`config.mk`:
```
export PLATFORM = sky130hd
export DESIGN_NAME = fork_arbiter
export DESIGN_NICKNAME = d
export VERILOG_FILES = /design/src/rtl/fork_arb_pkg.sv /design/src/rtl/fork_arbiter_rr.sv /design/src/rtl/fork_arbiter.sv
export SDC_FILE = /design/constraint.sdc
export NUM_CORES = 1
export LEC_CHECK = 0
export CAP_MARGIN = 20
export CORE_AREA = 2 2 39 41
export DETAILED_ROUTE_END_ITERATION = 8
export DIE_AREA = 0 0 41 43
export PLACE_DENSITY_LB_ADDON = 0.1
export SLEW_MARGIN = 10
export SYNTH_ARGS = -nofsm -noshare
export SYNTH_HDL_FRONTEND = slang
export SYNTH_SLANG_ARGS = --single-unit
export TNS_END_PERCENT = 5
```
`constraint.sdc`:
```
create_clock -name i_clk -period 2 [get_ports i_clk]
set_clock_uncertainty 0.15 [all_clocks]
set_input_delay 0.6 -clock i_clk [delete_from_list [all_inputs] [get_ports i_clk]]
set_output_delay 0.6 -clock i_clk [all_outputs]
set_load 0.02 [all_outputs]
```
`src/rtl/fork_arb_pkg.sv`:
```
// Shared types and default sizing for the fork arbiter.
//   state_e    : broadcast FSM state (IDLE, BCAST)
//   DEF_WIDTH  : default packet width in bits
//   DEF_NREQ   : default requester count (legal 2..8)
//   DEF_NDEST  : default destination count (legal 2..8)
package fork_arb_pkg;

  typedef enum logic {
    IDLE  = 1'b0,
    BCAST = 1'b1
  } state_e;

  localparam int DEF_WIDTH = 4;
  localparam int DEF_NREQ  = 2;
  localparam int DEF_NDEST = 2;

endpackage

```
`src/rtl/fork_arbiter_rr.sv`:
```
// Round-robin search, purely combinational.
//   i_req    : request vector
//   i_ptr    : index with highest priority this cycle (must be < NREQ)
//   o_gnt    : one-hot grant, zero when no request is present
//   o_gnt_id : index of the granted bit (0 when nothing is granted)
module rr_arbiter
  import fork_arb_pkg::*;
#(
  parameter  int NREQ = DEF_NREQ,
  localparam int IDW  = $clog2(NREQ)
) (
  input  logic [NREQ-1:0] i_req,
  input  logic [IDW-1:0]  i_ptr,
  output logic [NREQ-1:0] o_gnt,
  output logic [IDW-1:0]  o_gnt_id
);

  // Walk upward from i_ptr, wrapping at NREQ; the first set bit wins.
  // The wrap is done by subtraction so non-power-of-two NREQ works.
  always_comb begin
    logic           found;
    int             idx;
    logic [IDW-1:0] id;
    o_gnt    = '0;
    o_gnt_id = '0;
    found    = 1'b0;
    idx      = 0;
    id       = '0;
    for (int i = 0; i < NREQ; i++) begin
      idx = int'(i_ptr) + i;
      if (idx >= NREQ) idx = idx - NREQ;
      id = IDW'(idx);
      if (!found && i_req[id]) begin
        found    = 1'b1;
        o_gnt[id] = 1'b1;
        o_gnt_id = id;
      end
    end
  end

endmodule

```
`src/rtl/fork_arbiter.sv`:
```
// Arbitrated fork: NREQ requesters share one broadcast path to NDEST
// destinations. One packet is in flight at a time; it is held until every
// destination has taken it exactly once.
//   i_clk, i_rst     : clock, synchronous active-high reset
//   i_req_valid      : per-requester offer
//   i_req_data       : requester k packet at [k*WIDTH +: WIDTH]
//   o_req_ready      : one-hot acceptance (combinational, IDLE only)
//   o_dest_valid     : per-destination packet available
//   o_dest_data      : broadcast packet, common to all destinations
//   i_dest_ready     : per-destination acceptance (ignored outside BCAST)
//   o_grant_id       : requester whose packet is/was last in flight
//   o_busy           : broadcast in progress
module fork_arbiter
  import fork_arb_pkg::*;
#(
  parameter  int WIDTH = DEF_WIDTH,
  parameter  int NREQ  = DEF_NREQ,
  parameter  int NDEST = DEF_NDEST,
  localparam int IDW   = $clog2(NREQ)
) (
  input  logic                  i_clk,
  input  logic                  i_rst,
  input  logic [NREQ-1:0]       i_req_valid,
  input  logic [NREQ*WIDTH-1:0] i_req_data,
  output logic [NREQ-1:0]       o_req_ready,
  output logic [NDEST-1:0]      o_dest_valid,
  output logic [WIDTH-1:0]      o_dest_data,
  input  logic [NDEST-1:0]      i_dest_ready,
  output logic [IDW-1:0]        o_grant_id,
  output logic                  o_busy
);

  state_e           r_state, w_nxt_state;
  logic [NDEST-1:0] r_pend,  w_nxt_pend, w_done;
  logic [IDW-1:0]   r_ptr,   w_nxt_ptr;
  logic [IDW-1:0]   r_gid,   w_nxt_gid;
  logic [WIDTH-1:0] r_data,  w_nxt_data;
  logic [NREQ-1:0]  w_win;
  logic [IDW-1:0]   w_win_id;
  logic [WIDTH-1:0] w_win_data;

  rr_arbiter #(.NREQ(NREQ)) u_rr (
    .i_req    (i_req_valid),
    .i_ptr    (r_ptr),
    .o_gnt    (w_win),
    .o_gnt_id (w_win_id)
  );

  assign w_win_data = i_req_data[int'(w_win_id)*WIDTH +: WIDTH];

  // Per-destination handshake; several may complete in the same cycle.
  for (genvar d = 0; d < NDEST; d++) begin : g_dst
    assign w_done[d] = r_pend[d] & i_dest_ready[d];
  end

  always_ff @(posedge i_clk) begin
    if (i_rst) begin
      r_state <= IDLE;
      r_pend  <= '0;
      r_ptr   <= '0;
      r_gid   <= '0;
      r_data  <= '0;
    end else begin
      r_state <= w_nxt_state;
      r_pend  <= w_nxt_pend;
      r_ptr   <= w_nxt_ptr;
      r_gid   <= w_nxt_gid;
      r_data  <= w_nxt_data;
    end
  end

  always_comb begin
    w_nxt_state  = r_state;
    w_nxt_pend   = r_pend;
    w_nxt_ptr    = r_ptr;
    w_nxt_gid    = r_gid;
    w_nxt_data   = r_data;
    o_req_ready  = '0;
    o_dest_valid = '0;
    o_dest_data  = '0;
    o_busy       = 1'b0;

    case (r_state)
      IDLE: begin
        if (|i_req_valid) begin
          o_req_ready = w_win;
          w_nxt_data  = w_win_data;
          w_nxt_gid   = w_win_id;
          w_nxt_ptr   = (w_win_id == IDW'(NREQ-1)) ? '0 : w_win_id + IDW'(1);
          w_nxt_pend  = '1;
          w_nxt_state = BCAST;
        end
      end
      BCAST: begin
        o_busy       = 1'b1;
        o_dest_valid = r_pend;
        o_dest_data  = r_data;
        w_nxt_pend   = r_pend & ~w_done;
        // Return to IDLE once the last destination is served; the next
        // grant is evaluated only in IDLE, so it lands a cycle later.
        if (w_nxt_pend == '0) w_nxt_state = IDLE;
      end
      default: w_nxt_state = IDLE;
    endcase

    // Reset is synchronous, so state is still live in the reset cycle;
    // mask the handshake outputs so nothing leaks while it is asserted.
    if (i_rst) begin
      o_req_ready  = '0;
      o_dest_valid = '0;
      o_dest_data  = '0;
      o_busy       = 1'b0;
    end
  end

  assign o_grant_id = r_gid;

endmodule

```
* Word level (Yosys, flattened, before mapping) *
Index checks and enable logic that the tools add are counted.

storage, ports and cells
  bits in registers = 9
  latch bits = 0
  bits in writable memories = 0
  ROM bits = 0
  bits of input ports = 14
  word-level logic and storage cells = 60
  memories = 0

operators by class
  add/sub/neg operators = 4
  multiply operators = 0
  divide/modulo/power cells = 0
  magnitude comparators = 6
  equality and inequality tests = 1
  shift-type cells = 1
  mux-type cells = 30
  bitwise operators = 6
  reductions and logical operators = 7

operators with widths
  operator                                                                      count
  1-bit 2-to-1 mux                                                              16
  2-bit 2-to-1 mux                                                              8
  4-bit 2-to-1 mux                                                              2
  8-bit by 4-bit indexed part select with 4-bit output                          1
  1-bit by 2-bit less-than comparator with 1-bit output, second input constant  2
  2-bit case mux with 2 select lines                                            1
  1-bit logical AND                                                             3
  1-bit by 1-bit adder with 2-bit output, second input constant                 1
  1-bit bitwise AND                                                             2
  2-bit bitwise AND                                                             1
  1-bit demux with 1-bit select                                                 2
  1-bit >= comparator, second input constant                                    2
  1-bit by 2-bit >= comparator with 1-bit output, second input constant         1
  2-bit >= comparator, second input constant                                    1
  2-bit logical NOT                                                             1
  2-bit != test, second input constant                                          1
  2-bit inverter                                                                1
  2-bit bitwise OR                                                              1
  1-bit case mux with 2 select lines                                            1
  2-bit AND reduction                                                           1
  2-bit OR reduction                                                            1
  1-bit subtractor, second input constant                                       2
  1-bit adder, second input constant                                            1
  1-bit logical NOT                                                             1
  1-bit inverter                                                                1

* Longest topological paths before layout *
Gate-level depths: netlist of run 1.

  depth in word-level cells = 12
  depth in mapped cells = 5
  mapped depth without buffers = 3

* By module *
Synthesis of run 1 repeated with hierarchy kept, for this count alone.

unflattened totals
  cells, all modules = 57
  area, all modules = 510.5 sq um

by module, submodules not included
  module        times used  cells each  area an instance (sq um)  sequential area each (sq um)
  fork_arbiter  1           53          480.5                     180.2
  rr_arbiter    1           4           30.0                      0.0

* Worst setup path before layout of run 1 *
Ideal clock, no wire load.

  path type = input to output
  start point = input port i_rst
  end point = output port o_dest_data[0]
  arrival time = 1.300 ns
  path slack = -0.050 ns
  cell stages on the path = 2
  path buffers = 1
  path through = clkbuf_1 nor3_1

between the ends
  longest elaborated chain between the ends = 1

ends and longest elaborated chain
  what              line                 source
  from (decl)       fork_arbiter.sv:22   input logic i_rst,
  4-bit 2-to-1 mux  fork_arbiter.sv:108  if (i_rst) begin
  to (decl)         fork_arbiter.sv:27   output logic [WIDTH-1:0] o_dest_data,

Every way passes these cells.

* Worst setup path in the final report of run 1 *
  start point = input port i_rst
  end point = output port o_req_ready[0]

between the ends
  longest elaborated chain between the ends = 1

ends and longest elaborated chain
  what              line                 source
  2-bit 2-to-1 mux  fork_arbiter.sv:108
  to (decl)         fork_arbiter.sv:25   output logic [NREQ-1:0] o_req_ready,

Every way passes these cells.

==> key figures, run 1 <==
Route
  – Routed WL: 1.327 mm
  – Antenna viol nets, final: 0
  – Routed WL per cell: 11.74 um
  – DRC Markers: 0
  – First DRT Iteration DRCs: 8
  – DR pass1 iterations: 4
  – DR vias: 548
  – Avg Vias per Cell: 4.850

STA
  – Final period utilization: 97.89%
  – Slew headroom: 77.71%
  – Final TNS setup: 0 ps
  – Count of final setup violators: 0
  – Achievable Freq: 510.8 MHz
  – Worst slew pin tran: 333.5 ps
  – Final Hold Viols: 0
  – Max Slew Vio Count: 0
  – Post-layout min period: 1958 ps
  – RSZ-0062 raised after global routing: false
  – Min Hold Slack: 313.1 ps

Critical path
  – Worst EP arrival: 1210 ps
  – Crit end category: primary output
  – CP startpoint kind: primary input
  – Peak fanout along the critical path: 5
  – Worst Setup Path Type: in2out
  – Required @ worst endpoint: 1250 ps

Clock network
  – CTS Sinks: 9
  – CTS tree: yes
  – H-tree levels: 1
  – Clock-pin slew on the worst setup and hold paths: 60 ps
  – Clock root cell: clkbuf_4
  – Clock Tree Buf Depth: 2
  – Clock latency on the worst-skew pair: 260 ps
  – Total CTS buffers: 3
  – Hold Buf Count CTS: 0

Synthesis
  – Synth top area cells: dfxtp_1 35%, inv_1 5.2%, a221oi_1 5.2%, o21ai_0 4.9%, a31oi_4 4.2%
  – Synthesis-stage register bit count: 9
  – Cell accounting for the most synthesized area: dfxtp_1
  – Post-synth cell types: 21
  – Net Count, Synth: 72
  – Synthesized area per cell: 8.758 um^2
  – Share of the synthesized area in the top cell type: 35.47%
  – Cells after synthesis: 58
  – Seq/Total Area, Yosys: 35.47%
  – Cell area after synthesis: 508.0 um^2
  – Yosys warns: 0

Die
  – Chip width: 41 um
  – DIE AREA: 1763 um^2
  – # IOs: 24
  – FP Rows: 14
  – Initial core utilization: 36.71%
  – Die Y: 43 um
  – Core ar.: 1384 um^2

Cells and area
  – Final instance area: 860.8 um^2
  – Diodes inserted: 0
  – FILL cells: 144
  – Commonest non-fill, non-tap cell in the layout: buf_4
  – Area grow syn2layout: 69.46%
  – Area of the multi-input gates: 285.3 um^2
  – FF+latch area: 181.4 um^2
  – Share of cells above drive strength 1: 43.30%
  – Most frequent cells in the layout: 16 x buf_4, 11 x clkdlybuf4s50_1, 8 x dfxtp_1
  – Post-layout nets: 112

Pwr
  – Worst vdd ir: 477.4 uV
  – Leak pwr: 0.0003751 uW
  – Pwr Density: 597.6 nW/um^2
  – Total power draw: 514.5 uW

Global route
  – Total GRT Usage: 18.73%
  – Global route overflow: 0
  – Number of global-route vias before repair: 506
  – Initial antenna violation count: 0
  – First-pass GRT wire length: 2.159 mm
  – Largest net degree at the start of global routing: 12

Placement
  – # port buffers: 23
  – Placed Area: 817.0 um^2
  – Detailed placer's ending HPWL: 954.3 um
  – GP Congestion: 0.7456

Status
  – Status: complete, no violations

Run
  – MaxCap Viol Count: 0

Hold path
  – Min-Delay Path Class: reg2reg
==> area by class of cell <==
| cell class | instances | share of cell area, % |
|---|---|---|
| timing repair buffer | 38 | 37.35 |
| multi-input combinational | 39 | 33.14 |
| sequential | 9 | 21.08 |
| clock buffer | 4 | 3.052 |
| inverter | 7 | 3.052 |
| tap | 16 | 2.326 |
==> metrics by stage <==
step,worst slack (ps),util (%),cells
2_1_floorplan,-50.06,-,58
3_3_place_gp,-819.7,59.04,107
3_5_place_dp,-829.6,59.04,107
4_1_cts,3.520,61.39,113
5_1_grt,8.203,62.21,113
6_report,42.23,62.21,113
==> worst max-delay path, stage by stage <==
cell and delay [ps]:
buf_6 100, buf_6 120, nor2_4 80, and3_4 190
buf_6 110
==> metal layers <==
layer / global-route usage, % / routed length (um) / up-vias
li1: - / - / 289
met1: 22.73 / 612 / 246
met2: 27.81 / 633 / 13
met3: 9.424 / 81 / 0
met4: 6.000 / 0 / 0
met5: 0 / 0 / -
==> power breakdown <==
part | leakage [uW] | internal (uW) | switching, uW
clock | 0.0000150 | 76.9 | 63.7
combinational | 0.000285 | 91.8 | 75.0
sequential | 0.0000751 | 198 | 9.54
==> path summary, 6_finish.rpt <==
check / endpoint / startpoint / depth (start not counted) / slack [ps]
min: r_pend[0] / r_pend[0] / 2 / 310
max: o_req_ready[0] / i_rst / 5 / 40
min reg2reg: r_pend[0] / r_pend[0] / 2 / 310
max reg2reg: r_data[1] / r_ptr / 4 / 740
==> repair_timing <==
item / 4_1_cts / 5_1_grt
setup buffers: 1 / 0
cloned: 1 / 0
endpoints found under the setup margin: 9 / 4
resized for setup: 58 / 6
pin swaps: 1 / 2
==> sequential cells by signal, indices dropped and copies added (netlist names) <==
signal / flops
r_pend: 2
r_state: 1
r_data: 4
r_ptr: 1
o_grant_id: 1
==> cell families (layout without fill, tap and decap cells) <==
kind of cell / count (synthesis) / count (layout) / share of synthesized area, %
AOI/OAI and AO/OA: 19 / 19 / 31.03
buffers and inverters: 10 / 49 / 12.81
DFF: 9 / 9 / 35.47
and+or+nand+nor: 20 / 20 / 20.69
==> synth_stat cells <==
master,number
and3_2,2
nor2b_1,3
and3_1,2
a31oi_4,1
a21oi_1,3
dfxtp_1,9
a221oi_1,3
a32oi_1,1
buf_8,1
a31o_2,1
nor2_1,3
a221oi_2,1
buf_12,1
inv_1,7
o21bai_4,1
nand2_1,5
nor3_1,4
clkbuf_1,1
nand2b_2,1
a31oi_1,3
o21ai_0,5
No activity file was read; power rests on OpenSTA's default activity.
==> inputs of run 2 (changes only) <==
--- a/config.mk
+++ b/config.mk
@@ -9,6 +9,8 @@
 export CORE_AREA = 2 2 39 41
 export DETAILED_ROUTE_END_ITERATION = 8
 export DIE_AREA = 0 0 41 43
+export DONT_BUFFER_PORTS = 1
+export GPL_ROUTABILITY_DRIVEN = 0
 export PLACE_DENSITY_LB_ADDON = 0.1
 export SLEW_MARGIN = 10
 export SYNTH_ARGS = -nofsm -noshare
==> key figures, run 2 (synthesis gave the netlist of run 1 again) <==
Critical path
  – Crit path cell chain: nand2b_2 > and3_1
  – Crit end category: primary output
  – Slowest cell delay on critical path: 360 ps (+170 ps)
  – CP max-delay cell: dfxtp_1
  – Peak fanout along the critical path: 6 (+1)
  – Worst EP arrival: 1140 ps (-70 ps)
  – Required @ worst endpoint: 1250 ps (about the same)
  – Worst Setup Path Type: reg2out
  – CP startpoint kind: flop

Clock network
  – Hold Buf Count CTS: 0 (unchanged)
  – CTS resizes: 0 (-100%)
  – Clock latency on the worst-skew pair: 260 ps (about the same)
  – CTS Sinks: 9 (unchanged)
  – H-tree levels: 1 (unchanged)
  – Post-CTS Setup Repair Bufs: 0 (-1)
  – Total CTS buffers: 3 (unchanged)
  – Clock-pin slew on the worst setup and hold paths: 60 ps (about the same)
  – Clock Tree Buf Depth: 2 (unchanged)
  – CTS tree: yes
  – Clock root cell: clkbuf_4

Route
  – Routed WL: 1.069 mm (-19%)
  – Avg Vias per Cell: 5.304 (+9.4%)
  – Routed WL per cell: 13.53 um (+15%)
  – DRC Markers: 0 (unchanged)
  – First DRT Iteration DRCs: 10 (+2)
  – DR vias: 419 (-24%)
  – Antenna viol nets, final: 0 (unchanged)
  – DR pass1 iterations: 4 (unchanged)

Placement
  – # port buffers: 0 (-100%)
  – DP Cell Count: 75 (-30%)
  – Detailed placer's ending HPWL: 788.3 um (-17%)
  – Worst slack, placed: 217.4 ps (+1047 ps)

Die
  – Die Y: 43 um (unchanged)
  – Core ar.: 1384 um^2 (unchanged)
  – FP Rows: 14 (unchanged)
  – Chip width: 41 um (unchanged)
  – # IOs: 24 (unchanged)
  – Initial core utilization: 36.71% (unchanged)
  – DIE AREA: 1763 um^2 (unchanged)

Cells and area
  – FF+latch area: 181.4 um^2 (unchanged)
  – FILL cells: 141 (-2.1%)
  – Most frequent cells in the layout: 8 x dfxtp_1, 7 x inv_1, 5 x nand2_1, 5 x o21ai_0
  – Post-layout nets: 78 (-30%)
  – Share of cells above drive strength 1: 23.81% (-19 points)
  – Top reg by flops: r_data
  – Largest register FFs: 4 (unchanged)
  – Area of the multi-input gates: 262.8 um^2 (-7.9%)
  – Area grow syn2layout: 7.635%
  – Final core utilization: 39.51% (-23 points)
  – Diodes inserted: 0 (unchanged)
  – Finished Layout Cells: 79 (-30%)
  – Commonest non-fill, non-tap cell in the layout: dfxtp_1
  – Biggest regs: r_data: 4 flops, r_pend: 2 flops

Global route
  – Initial antenna violation count: 0 (unchanged)
  – Met1 Use GR: 17.95% (-4.8 points)
  – Met3 Usage GRT: 9.948% (+0.52 points)
  – Met2 Usage GRT: 17.81% (-10 points)
  – Largest net degree at the start of global routing: 16 (+4)
  – Global route overflow: 0 (unchanged)
  – Total GRT Usage: 13.84% (-4.9 points)
  – First-pass GRT wire length: 1.614 mm (-25%)
  – Number of global-route vias before repair: 352 (-30%)
  – GR peak layer: met1

STA
  – Worst slew pin tran: 378.9 ps (+45.42 ps)
  – Max Slew Vio Count: 0 (unchanged)
  – Post-layout min period: 1888 ps (-69.53 ps)
  – Final period utilization: 94.41% (-3.5 points)
  – Final worst slack: 111.8 ps (+69.53 ps)
  – RSZ-0062 raised after global routing: false
  – Slew headroom: 74.65% (-3.1 points)
  – Min Hold Slack: 243.8 ps (-69.29 ps)
  – Final Hold Viols: 0 (unchanged)
  – Achievable Freq: 529.6 MHz (+3.7%)
  – Count of final setup violators: 0 (unchanged)

Pwr
  – Leak pwr: 0.0002194 uW (-42%)
  – Pwr Density: 786.6 nW/um^2 (+32%)
  – Worst vdd ir: 422.8 uV (-11%)
  – Total power draw: 430.1 uW (-16%)

Run
  – MaxCap Viol Count: 0 (unchanged)

Status
  – Status: complete, no violations

Hold path
  – Min-Delay Path Class: in2reg
## run 2: layout make-up
class,instances,area share [%]
multi-input cells,39,48.05
repair buffers,4,5.492
flip-flops and latches,9,33.18
clock buffers,4,4.805
inverters,7,4.805
well taps,16,3.661
## run 2: metal layers
metal,wire length (um),up-vias
met5,0,-
met4,0,0
met3,132,0
met2,478,15
met1,458,187
li1,-,217
## run 2: power by group
group	switching [uW]	leakage [uW]	internal (uW)
clock	62.1	0.0000150	76.8
sequential	12.0	0.0000751	198
combinational	47.0	0.000129	34.7
## run 2: path summary, 6_finish.rpt
path	startpoint	end	slack [ps]	depth (start not counted)
setup / recovery	r_ptr	o_req_ready[1]	110	2
hold / removal	i_rst	r_state	240	1
setup reg to reg	r_state	r_data[2]	780	3
hold reg to reg	r_pend[0]	r_pend[0]	310	2
## run 2: worst max-delay path: cells and delay by family (launching register included)
kind,cells,cell delay [ps]
simple gates,2,520
flops,1,360
## run 2: metrics by stage
step / instance area (um^2) / TNS (ps)
floorplan: 508.0 / -200.2
global placement: 519.2 / 0
detailed placement: 519.2 / 0
CTS: 545.5 / 0
global route: 546.8 / 0
finish: 546.8 / 0
